**src/rtl/enc_pkg.sv**
```systemverilog
//------------------------------------------------------------------------------
// Module   : enc_pkg
// Purpose  : Shared types and constants for the enc4to2 priority encoder.
//            Holds the output-register state enum and the index, request and
//            error-counter widths with the error-counter saturation value.
// Revision : 1.0 - initial release
//------------------------------------------------------------------------------
`default_nettype none

package enc_pkg;

  localparam int IDX_W = 2;  // width of the encoded index A
  localparam int REQ_W = 4;  // width of the request vector D
  localparam int ERR_W = 8;  // width of err_cnt

  localparam logic [ERR_W-1:0] ERR_MAX = 8'd255;

  // Output register occupancy: EMPTY means nothing held for the consumer.
  typedef enum logic [0:0] {
    EMPTY = 1'b0,
    FULL  = 1'b1
  } state_e;

endpackage : enc_pkg

`default_nettype wire

```
**src/rtl/enc4to2_pri.sv**
```systemverilog
//------------------------------------------------------------------------------
// Module   : enc4to2_pri
// Purpose  : Purely combinational priority pick over a 4-bit request vector.
//            The search starts at index 'start' and walks downward
//            (dir_down=1) or upward (dir_down=0), wrapping modulo 4.
// Ports    : r        in  [3:0] effective request (already masked by enable)
//            start    in  [1:0] highest-priority index
//            dir_down in        search direction
//            a        out [1:0] index of first set bit found (0 when r==0)
//            v        out       any bit of r set
//            m        out       two or more bits of r set
// Revision : 1.0 - initial release
//------------------------------------------------------------------------------
`default_nettype none

module enc4to2_pri
  import enc_pkg::*;
(
  input  logic [REQ_W-1:0] r,
  input  logic [IDX_W-1:0] start,
  input  logic             dir_down,
  output logic [IDX_W-1:0] a,
  output logic             v,
  output logic             m
);

  logic [IDX_W-1:0] idx;
  logic [IDX_W-1:0] step;
  logic             found;
  logic [2:0]       ones;

  always_comb begin
    a     = '0;
    found = 1'b0;
    idx   = '0;
    step  = '0;
    for (int i = 0; i < REQ_W; i++) begin
      step = i[IDX_W-1:0];
      // 2-bit arithmetic gives the modulo-4 wrap for free.
      idx  = dir_down ? (start - step) : (start + step);
      if (!found && r[idx]) begin
        a     = idx;
        found = 1'b1;
      end
    end
  end

  assign ones = {2'b00, r[0]} + {2'b00, r[1]} + {2'b00, r[2]} + {2'b00, r[3]};
  assign v    = |r;
  assign m    = (ones >= 3'd2);

endmodule : enc4to2_pri

`default_nettype wire

```
**src/rtl/enc4to2.sv**
```systemverilog
//------------------------------------------------------------------------------
// Module   : enc4to2
// Purpose  : Registered 4-to-2 priority encoder with a valid/ready handshake
//            on both sides, a one-entry output register and a saturating
//            count of multi-hot requests.
//            Build option ENC4TO2_RR_EN: round-robin priority (pointer moves
//            past each grant) replaces the fixed HI_FIRST priority.
// Ports    : clk, rst            clock, synchronous active-high reset
//            E, D, in_valid      enable, request vector, input valid
//            in_ready            accept indication (= ~out_valid | out_ready)
//            A, V, M, out_valid  registered result and its valid
//            out_ready           consumer takes the result
//            err_cnt             saturating count of accepted multi-hot inputs
// Revision : 1.0 - initial release
//------------------------------------------------------------------------------
`default_nettype none

module enc4to2
  import enc_pkg::*;
#(
  parameter int HI_FIRST = 1
) (
  input  logic             clk,
  input  logic             rst,
  input  logic             E,
  input  logic [REQ_W-1:0] D,
  input  logic             in_valid,
  output logic             in_ready,
  output logic [IDX_W-1:0] A,
  output logic             V,
  output logic             M,
  output logic             out_valid,
  input  logic             out_ready,
  output logic [ERR_W-1:0] err_cnt
);

  state_e           state_q, state_d;
  logic [IDX_W-1:0] a_q, a_d;
  logic             v_q, v_d;
  logic             m_q, m_d;
  logic [ERR_W-1:0] err_cnt_q, err_cnt_d;

  logic [REQ_W-1:0] w_req;
  logic [IDX_W-1:0] w_start;
  logic             w_dir_down;
  logic [IDX_W-1:0] w_a;
  logic             w_v;
  logic             w_m;
  logic             w_xfer_in;
  logic             w_xfer_out;

  assign out_valid  = (state_q == FULL);
  assign in_ready   = ~out_valid | out_ready;
  assign w_xfer_in  = in_valid & in_ready;
  assign w_xfer_out = out_valid & out_ready;
  assign w_req      = D & {REQ_W{E}};

`ifdef ENC4TO2_RR_EN
  logic [IDX_W-1:0] ptr_q, ptr_d;

  assign w_start    = ptr_q;
  assign w_dir_down = 1'b0;

  // Pointer moves one past the granted index so that request gets lowest
  // priority next time; an empty request leaves it where it is.
  always_comb begin
    ptr_d = ptr_q;
    if (w_xfer_in && w_v) begin
      ptr_d = w_a + 2'd1;
    end
  end

  always_ff @(posedge clk) begin
    if (rst) begin
      ptr_q <= '0;
    end else begin
      ptr_q <= ptr_d;
    end
  end
`else
  // HI_FIRST=1: walk 3,2,1,0; HI_FIRST=0: walk 0,1,2,3.
  assign w_start    = (HI_FIRST != 0) ? 2'd3 : 2'd0;
  assign w_dir_down = (HI_FIRST != 0);
`endif

  enc4to2_pri u_pri (
    .r        (w_req),
    .start    (w_start),
    .dir_down (w_dir_down),
    .a        (w_a),
    .v        (w_v),
    .m        (w_m)
  );

  always_comb begin
    state_d   = state_q;
    a_d       = a_q;
    v_d       = v_q;
    m_d       = m_q;
    err_cnt_d = err_cnt_q;
    if (w_xfer_in) begin
      // Covers both EMPTY->FULL and the FULL->FULL reload.
      state_d = FULL;
      a_d     = w_a;
      v_d     = w_v;
      m_d     = w_m;
      if (w_m && (err_cnt_q != ERR_MAX)) begin
        err_cnt_d = err_cnt_q + 8'd1;
      end
    end else if (w_xfer_out) begin
      state_d = EMPTY;
    end
  end

  always_ff @(posedge clk) begin
    if (rst) begin
      state_q   <= EMPTY;
      a_q       <= '0;
      v_q       <= 1'b0;
      m_q       <= 1'b0;
      err_cnt_q <= '0;
    end else begin
      state_q   <= state_d;
      a_q       <= a_d;
      v_q       <= v_d;
      m_q       <= m_d;
      err_cnt_q <= err_cnt_d;
    end
  end

  assign A       = a_q;
  assign V       = v_q;
  assign M       = m_q;
  assign err_cnt = err_cnt_q;

endmodule : enc4to2

`default_nettype wire
```
**config.mk**
```make
export PLATFORM = sky130hd
export DESIGN_NAME = enc4to2
export DESIGN_NICKNAME = d
export VERILOG_FILES = /design/src/rtl/enc_pkg.sv /design/src/rtl/enc4to2_pri.sv /design/src/rtl/enc4to2.sv
export SDC_FILE = /design/constraint.sdc
export NUM_CORES = 1
export LEC_CHECK = 0
export ABC_AREA = 1
export CAP_MARGIN = 25
export CORE_MARGIN = 3
export CORE_UTILIZATION = 45
export CTS_CLUSTER_SIZE = 8
export DETAILED_ROUTE_END_ITERATION = 10
export GPL_ROUTABILITY_DRIVEN = 0
export PLACE_DENSITY_LB_ADDON = 0.2
export SYNTH_ARGS = -nofsm -noshare
export SYNTH_HDL_FRONTEND = slang
export SYNTH_HIERARCHICAL = 1
export SYNTH_SLANG_ARGS = --single-unit
```
**constraint.sdc**
```tcl
create_clock -name clk -period 2 [get_ports clk]
set_clock_uncertainty 0.15 [all_clocks]
set_input_delay 0.2 -clock clk [delete_from_list [all_inputs] [get_ports clk]]
set_output_delay 0.2 -clock clk [all_outputs]
set_load 0.05 [all_outputs]
```
# --- Word level (Yosys, flattened, before mapping) ---
# Index checks and enable logic that the tools add are counted.
totals:
  output_inout_bits: 14
  romBits: 0
  n_memories: 0
  mem_bits_rw: 0
  word_cells: 35
  register_bits: 13
  latch_bits: 0
  inputBits: 9
classes:
  eq_ne: 1
  bitwise_logic: 5
  mux: 9
  multipliers: 0
  n_shift: 0
  div: 0
  n_reduce_logical: 10
  addsub: 4
  order_cmp: 1
op_table:
  columns: ["op", "count"]
  rows:
  - ["8-bit by 1-bit adder with 8-bit output (second input constant)", 1]
  - ["2-bit 2-to-1 mux", 4]
  - ["8-bit inequality test (second input constant)", 1]
  - ["3-bit by 1-bit adder with 3-bit output", 2]
  - ["1-bit 2-to-1 mux", 5]
  - ["4-bit AND", 1]
  - ["1-bit logical AND", 4]
  - ["4-bit OR reduction", 1]
  - ["3-bit by 2-bit greater-or-equal comparator with 1-bit output (second input constant)", 1]
  - ["1-bit logical NOT", 3]
  - ["1-bit by 1-bit adder with 2-bit output", 1]
  - ["1-bit AND", 2]
  - ["2-bit AND reduction", 1]
  - ["2-bit nonzero test", 1]
  - ["1-bit NOT", 1]
  - ["1-bit bitwise OR", 1]

# --- Longest topological paths before layout ---
logic_depth:
  ltp_word: 11
  depth_mapped: 13
  ltp_nobuf: 13

# --- By module ---
# Netlist, hierarchy kept.
by_module_without_submodules:
  columns: ["mod", "seq_area_each_um2", "cells_per_inst", "n_inst", "area_per_inst_um2"]
  rows:
  - ["enc4to2", 260.2, 99, 1, 680.7]
  - ["enc4to2_pri", 0.0, 59, 1, 366.6]

# --- Least setup slack after synthesis ---
# OpenSTA, ideal clock, no wires.
synth_timing:
  path_kind: "reg-to-reg"
  startpoint: "register err_cnt_q[1] (netlist: err_cnt[1])"
  endpoint: "register err_cnt_q[4] (netlist: err_cnt[4])"
  setup_time_ns: 0.067
  n_path_buf: 0
  setup_slack_ns: 0.233
  period_less_slack_ns: 1.767
  stages_incl_launch_ff: 8
  required_time_ns: 1.783
  t_arrival_ns: 1.550
  cell_sequence: "dfxtp_1 ha_1 nand3_2 inv_2 nand2_4 nand2_4 nand2_1 a21oi_2"
synth_via:
  elab_chain_cells: 3
  elab_cells_between_ends: 4
  classes_between: "1 x add/sub; 1 x eq/ne; 2 x reduce/logical"
synth_rtl:
  columns: ["element", "line_no", "text"]
  rows:
  - ["start, declared", "enc4to2.sv:41", "logic [ERR_W-1:0] err_cnt_q, err_cnt_d;"]
  - ["start signal, assigned", "enc4to2.sv:127", "err_cnt_q <= err_cnt_d;"]
  - ["branches (longest 3 deep; another with 8-bit by 1-bit adder with 8-bit output)", null, null]
# Several ways; the timed one is not identified.
# A chain may end at the register's enable or synchronous reset.

# --- Worst setup path after layout ---
layout_timing:
  startpoint: "register err_cnt_q[2] (netlist: err_cnt[2])"
  endpoint: "output err_cnt[2]"
layout_rtl:
  columns: ["element", "line_no", "text"]
  rows:
  - ["end, declared", "enc4to2.sv:34", "output logic [ERR_W-1:0] err_cnt"]
# No word-level cell between the ends.

==> impl_metrics.ini <==
[status]
status = finished, final reports clean

[sta]
rsz0062_at_grt = no
fin_tns_setup_ns = 0
hold_ws_ns = 0.322
fmax_ghz = 0.517
hold_viol_final = 0
timing.slew.headroom_pct = 66.4
final.min_clock_period_ns = 1.93
setup_viol = 0
finalMaxSlewViolations = 0
tightest_slew_ns = 0.502
finalCritPeriodShare_pct = 96.7

[layout]
area.growth.synth_to_final_pct = 40.4
n_antenna_cell = 0
nNetsFinal = 215
drive_gt1_share_pct = 28.7
final_cell_mix = 37 x nand2_1, 17 x clkdlybuf4s50_1, 15 x nor2_1
layout_commonest_cell = nand2_1

[synth]
synth_ff_type = dfxtp_1
ys_warn_count = 6
syn-cell-area_sq_um = 1050
syn_inst = 158
syn_area_per_cell_sq_um = 6.63
async_flop_share_pct = 0
yosys-top-cells-area = dfxtp_1 25%, nand2_1 13%, nand3_1 7.2%
synth.top_cell.area_share_pct = 24.9
synth-edff-count = 0
yosys.area.top_type = dfxtp_1
synthDistinctLibCells = 26
ys_seq_area_share_pct = 24.9
ys_seq_elements = 13

[setup_path]
startpoint = err_cnt[2]$_SDFFE_PP0P_
arrival_ns = 1.58
rrSetupSlack_ns = 0.43
start_kind = flop
cp_num_cells = 1
slowest_stage = clkdlybuf4s50_1
crit_buf_inv = 1
path_cells = clkdlybuf4s50_1
critPathKind = flop to primary output
worst-path-max-fanout = 6
r2r-end = err_cnt[3]$_SDFFE_PP0P_
cp_data_required_time_ns = 1.65
end_kind = primary output
rr_worst_depth = 7
crit_path_max_incr_delay_ns = 0.85
path_delay_family = buffers and inverters
timing.rr.start = err_cnt[0]$_SDFFE_PP0P_
worstSetupEndpoint = err_cnt[2]

[placement]
place.detailed.hpwl_microns = 1910
io_buffers = 22

[power_and_ir_drop]
ir_worst_vdd_mv = 0.365
p_per_area_nw_per_um2 = 466
finalPower_mw = 0.685
power.leakage_nw = 0.700

[grt]
antenna_found_initial = 0
grt_usage_pct = 19.0
grt_max_degree = 11
overflow = 0
grt_pass1_wl_microns = 4000
grt_pass1_vias = 981

[die]
io_pins = 23
dieArea_sq_um = 2940
coreArea_sq_um = 2080
die_h_microns = 54.2
start_util_pct = 50.3
row_count = 16
chipWidth_microns = 54.2

[route]
drt_iter0_markers = 18
wl_per_cell_microns = 10.6
first_pass_iters = 4
wirelength_microns = 2430
vias = 1058
vias_per_cell = 4.62
drc_errors = 0
ant_nets = 0

[clock_tree]
ctsLongestPathBuffers = 2
root_buffer = clkbuf_4
cts_tree = done
path_clk_slew_ns = 0.08
ctsHtreeMaxLevel = 1
clkSinkCount = 13
clk_latency_ns = 0.28
ctsHoldBuffers = 0
cts_buffers = 3

[worst_hold_path]
hold_class = flop to flop

[flow_run]
drv_cap = 0
-- stage by stage --
stage	setup WS [ns]	std cells	util, %	area [sq um]
6_report	0.0664	229	70.6	1470
5_1_grt	0.0212	229	70.6	1470
4_1_cts	0.0474	227	68.7	1430
3_5_place_dp	-0.411	223	66.8	1390
3_3_place_gp	-0.353	223	66.8	1390
2_1_floorplan	0.233	169	-	1090
-- flip-flops by register name (all words and copies together) (netlist names) --
register and flops:
A 2, out_valid 1, V 1, M 1, err_cnt 8
-- cells by family after synthesis --
| logic type | share of synthesized area, % |
|---|---|
| AOI/OAI and AO/OA | 10.6 |
| xor gates and xnor gates | 2.51 |
| adders and majority gates | 4.30 |
| buffers and inverters | 10.8 |
| DFF | 24.9 |
| other | 0.358 |
| and+or+nand+nor | 46.6 |
-- synthesized netlist by cell type, types with 3 or more instances --
cell type  number
inv_2           6
nand2_2         8
o21ai_1         6
a21oi_1         3
inv_1          19
nand2_1        37
nand3_1        15
nand3_2         7
o21ai_2         3
nand2_4         4
a21oi_2         4
dfxtp_1        13
nor2_1         16
-- report_power, final --
group / switching, mW / internal, mW / total, mW
logic: 0.147 / 0.0929 / 0.240
registers: 0.00819 / 0.270 / 0.278
clock network: 0.0900 / 0.0775 / 0.167
total: 0.245 / 0.440 / 0.685
-- worst min-delay path by stage --
| stage | start | to | slack, ns | depth (start not counted) |
|---|---|---|---|---|
| floorplan | in_valid | M$_SDFFE_PP0P_ | 0.30 | 2 |
| global placement | M$_SDFFE_PP0P_ | M$_SDFFE_PP0P_ | 0.31 | 2 |
| detailed placement | M$_SDFFE_PP0P_ | M$_SDFFE_PP0P_ | 0.31 | 2 |
| CTS | M$_SDFFE_PP0P_ | M$_SDFFE_PP0P_ | 0.33 | 2 |
| global route | M$_SDFFE_PP0P_ | M$_SDFFE_PP0P_ | 0.35 | 2 |
| finish | M$_SDFFE_PP0P_ | M$_SDFFE_PP0P_ | 0.32 | 2 |
-- final cells by class --
type | count | area, sq um
Multi-Input combinational cell | 128 | 746
Fill cell | 190 | 612
Timing Repair Buffer | 31 | 304
Sequential cell | 13 | 260
Inverter | 26 | 100
Tap cell | 27 | 33.8
Clock buffer | 4 | 26.3
-- repair_timing --
| item | in CTS | in global routing |
|---|---|---|
| buffers inserted | 0 | 2 |
| hold endpoints to repair | 0 | 0 |
| endpoints found under the setup margin | 8 | 8 |
| resized for setup | 5 | 13 |
| pin swaps | 2 | 6 |
-- worst reg2reg max path, cell delays in order, from the launching register on --
cell     delay, ns
dfxtp_1       0.42
ha_1          0.24
nand3_2       0.14
inv_2         0.14
nand2_4       0.09
nand2_4       0.11
nand2_1       0.07
a21oi_2       0.14
-- layer usage --
| layer | vias up | track usage (%) | wire length [microns] |
|---|---|---|---|
| met5 | - | 0 | 0 |
| met4 | 0 | 6.64 | 30 |
| met3 | 4 | 5.99 | 132 |
| met2 | 24 | 32.1 | 1190 |
| met1 | 459 | 22.5 | 1070 |
| li1 | 571 | - | - |
Power figures use the tool's default switching activity.
==> variant 1, RTL diff (config.mk and constraints unchanged) <==
Build with the macro `ENC4TO2_RR_EN` defined.
--- a/src/rtl/enc4to2.sv
+++ b/src/rtl/enc4to2.sv
@@ -14,6 +14,8 @@
 // Revision : 1.0 - initial release
 //------------------------------------------------------------------------------
 `default_nettype none
+
+`define ENC4TO2_RR_EN
 
 module enc4to2
   import enc_pkg::*;
Behaviour: not the same (a bounded check fails within 4 cycles, from zero or initial values and one cycle with rst high).
==> variant 1 against the unedited design <==
- area after synthesis rose by 8.2%
- die area rose by 7.3%
- cell area rose by 9.4%
- sequential cell count rose by 2
- total power rose by 39%
- routed wire length rose by 15%
- count of clock-buffer cells in the layout fell by 1
- setup slack got worse by 4.6 ps
- highest routed layer unchanged
==> variant 1: results (changes against the unedited design) <==
[clock_tree]
clockBufferDepth = 2  ; unchanged
clkSlewWorstSetupHoldPaths_ps = 100  ; was 80 ps
clock_latency_ps = 290
cts-root-buf = clkbuf_4  ; unchanged
cts_max_level = 1  ; unchanged
numCtsBuffers = 3  ; unchanged

[placed_design]
hpwl_um = 2130  ; was 1910 um
place_ws_ps = -482  ; was -411 ps
port_buffers = 22  ; unchanged

[global_routing]
grt_pass1_vias = 1130  ; was 981
grt_pass1_wl_um = 4710  ; was 4000 um
antenna_found_initial = 0  ; unchanged
grt_max_degree = 12  ; was 11
grt_use_total = 0.185  ; was 0.190

[synthesis]
yosysWarnings = 6  ; unchanged
synth.most_common_cell = nand2_1  ; unchanged
synth_cell_type_count = 27  ; was 26
ys.flop_type = dfxtp_1  ; unchanged
yosys-top-cells-area = dfxtp_1, nand2_1, nand3_1  ; unchanged
ys_seq_area_frac = 0.265  ; was 0.249
async_flop_share = 0  ; unchanged
synthTopCellsByCount = nand2_1, inv_1, nand3_1  ; was nand2_1, inv_1, nor2_1

[timing]
relSlewSlack = 0.661  ; was 0.664
slew_viol_final = 0  ; unchanged

[setup_path]
critical_path.max_fanout = 6  ; unchanged
critical-path-max-stage-delay_ps = 840
critical_path.top_delay_family = buffers and inverters  ; unchanged
critPathSlowestCell = clkdlybuf4s50_1  ; unchanged

[power]
ir_worst_vdd_uv = 363  ; was 365 uV
p_leak_nw = 0.726  ; was 0.700 nW
p_int_uw = 565  ; was 440 uW

[hold_path]
hold_class = register to register  ; unchanged

[final_layout]
largest_register_ffs = 8  ; unchanged
fin_nets = 225  ; was 215
num_antenna_cells = 0  ; unchanged
final_layout_size_suffix_gt1_frac = 0.358  ; was 0.287

[outcome]
status = finished clean  ; unchanged

[drt]
vias_per_cell = 4.90  ; was 4.62
dr.first_iter.drc_count = 34  ; was 18
wirelength_um = 2790  ; was 2430 um
firstDrtPassIters = 4  ; unchanged

## variant 1: layout make-up
| class | count | area, um^2 |
|---|---|---|
| Clock buffer | 3 | 22.5 |
| Tap cell | 28 | 35.0 |
| Sequential cell | 15 | 303 |
| Clock inverter | 1 | 5.00 |
| Multi-Input combinational cell | 128 | 777 |
| Timing Repair Buffer | 40 | 369 |
| Inverter | 25 | 96.3 |
| Fill cell | 204 | 689 |
## variant 1: kinds of logic (layout without fill, tap and decap cells)
logic type                 Yosys count  after routing  share of synthesized area
AOI/OAI and AO/OA                   19             19                      0.107
xor gates and xnor gates             4              4                     0.0309
adders and majority gates            3              3                     0.0397
other                                1              3                    0.00331
buffers and inverters               27             69                     0.0960
and+or+nand+nor                     99             99                      0.458
DFF                                 15             15                      0.265
## variant 1: repair_timing
item | CTS | global route
pin swaps | 2 | 8
setup buffers | 0 | 4
gates resized for setup | 6 | 18
endpoints found under the setup margin | 10 | 11
cloned | 0 | 0
hold buffers | 0 | 0
## variant 1: power by group through the flow
stage | registers (mW) | clock network (mW) | logic, mW
finish | 0.348 | 0.185 | 0.421
global route | 0.352 | 0.195 | 0.463
CTS | 0.346 | 0.185 | 0.410
detailed placement | 0.352 | 0 | 0.403
global placement | 0.351 | 0 | 0.390
floorplan | 0.389 | 0 | 0.249
## variant 1: per-layer routing
layer,vias to the layer above,global-route usage,wire length [um]
li1,612,-,-
met1,534,0.232,1260
met2,26,0.319,1390
met3,4,0.0302,110
met4,0,0.0610,31
met5,-,0,0
## variant 1: metrics by stage
stage,instance area (um^2),instances
floorplan,1140,170
global route,1610,240
detailed placement,1490,232
CTS,1540,236
global placement,1490,232
finish,1610,240
## variant 1: path summary, 6_finish.rpt
check / startpoint / endpoint / slack [ps] / cells after the start
worst max-delay path: err_cnt[4] / err_cnt[4] / 60 / 1
worst min-delay path: M / M / 330 / 2
worst max register to register: ptr_q[0] / ptr_q[1] / 190 / 12
worst min register to register: M / M / 330 / 2
==> variant 2, RTL diff (config.mk and constraints unchanged) <==
Made on the original files. Register the output `err_cnt` once more; this adds one clock of latency there. The other outputs are not delayed to match.
--- a/src/rtl/enc4to2.sv
+++ b/src/rtl/enc4to2.sv
@@ -131,7 +131,9 @@
   assign A       = a_q;
   assign V       = v_q;
   assign M       = m_q;
-  assign err_cnt = err_cnt_q;
+  always_ff @(posedge clk) begin
+    err_cnt <= err_cnt_q;
+  end
 
 endmodule : enc4to2
 
Behaviour: not the same (a bounded check fails within 4 cycles, from zero or initial values and one cycle with rst high).
==> variant 2 against the unedited design <==
- area after synthesis increased by 16%
- global-route usage decreased by 3.0 points
- setup slack improved by 25 ps
- sequential cell count increased by 8
- cell area increased by 10%
- critical path depth increased by 9
- via count increased by 3.9%
- clock power increased by 17%
- critical endpoint is now err_cnt_q[6]
- total power increased by 27%
- routed wire length decreased by 2.1%
==> variant 2: results (changes against the unedited design) <==
[outcome]
status = finished clean  ; unchanged

[drt]
dr.first_iter.drc_count = 17  ; was 18
routedWlPerCell_um = 9.91  ; was 10.6 um
vias = 1099  ; was 1058
dr_wl_met2_um = 1090  ; was 1190 um
drt-met1-wl_um = 1160  ; was 1070 um
wl_met3_um = 93  ; was 132 um

[placed_design]
place_ws_ps = -462  ; was -411 ps
hpwl_um = 1910  ; about the same
placed_cell_area_mm2 = 0.00157  ; was 0.00139 mm^2

[clock_tree]
clkSlewWorstSetupHoldPaths_ps = 110  ; was 80 ps
clock_latency_ps = 300  ; was 280 ps

[global_routing]
grt_pass1_wl_um = 4220  ; was 4000 um
grt_use_total = 0.160  ; was 0.190
grtUsageMet3 = 0.0267  ; was 0.0599
met1_usage = 0.218  ; was 0.225
grt_max_degree = 13  ; was 11
use_met2 = 0.253  ; was 0.321

[synthesis]
ys_seq_area_frac = 0.345  ; was 0.249
syn_inst = 167  ; was 158
synthAdderAreaFrac = 0.0370  ; was 0.0430
synth-xor-area-share = 0.0216  ; was 0.0251
yosys-top-cells-area = dfxtp_1, nand2_1, inv_1  ; was dfxtp_1, nand2_1, nand3_1
synth_cell_type_count = 25  ; was 26
synth_compound_area_frac = 0.0986  ; was 0.106
synthTopCellsByCount = nand2_1, inv_1, dfxtp_1  ; was nand2_1, inv_1, nor2_1

[power]
power.share.sequential = 0.508  ; was 0.406
pg_seq_uw = 440  ; was 278 uW
p_leak_nw = 0.736  ; was 0.700 nW
p_int_uw = 596  ; was 440 uW
ir_worst_vdd_uv = 434  ; was 365 uV
clockPowerShare = 0.225  ; was 0.245

[final_layout]
fin_nets = 223  ; was 215
final_layout_size_suffix_gt1_frac = 0.248  ; was 0.287
fin_cells = 240  ; was 229

[setup_path]
critical_path_arrival_ps = 2000  ; was 1580 ps
critical-path-max-stage-delay_ps = 460  ; was 850 ps
critPathSlowestCell = fa_1  ; was clkdlybuf4s50_1

variant 2: cell count changes in the layout (fill, tap and decap cells not counted), sizes merged:
cell,change
clkinv,+1
nand4,-1
nand3,-1
a21oi,+1
xnor2,-2
clkbuf,-1
inv,-1
xor2,+2
clkdlybuf4s50,+3
dfxtp,+8
nand2,+3
dlymetal6s2s,-3
buf,-1
variant 2: worst paths after layout:
path	cells past startpoint	end	slack (ps)	from
setup / recovery	10	err_cnt_q[6]	90	D[3]
hold / removal	0	err_cnt[3]	260	err_cnt_q[3]
setup reg to reg	7	err_cnt_q[6]	460	err_cnt_q[1]
hold reg to reg	0	err_cnt[3]	260	err_cnt_q[3]
variant 2: layout make-up:
type,count,area (um^2),share of cell area
multi-input combinational,130,749,0.463
sequential,21,420,0.260
timing repair buffer,30,289,0.179
inverter,25,93.8,0.0580
tap,30,37.5,0.0232
clock buffer,3,22.5,0.0139
clock inverter,1,5.00,0.00309
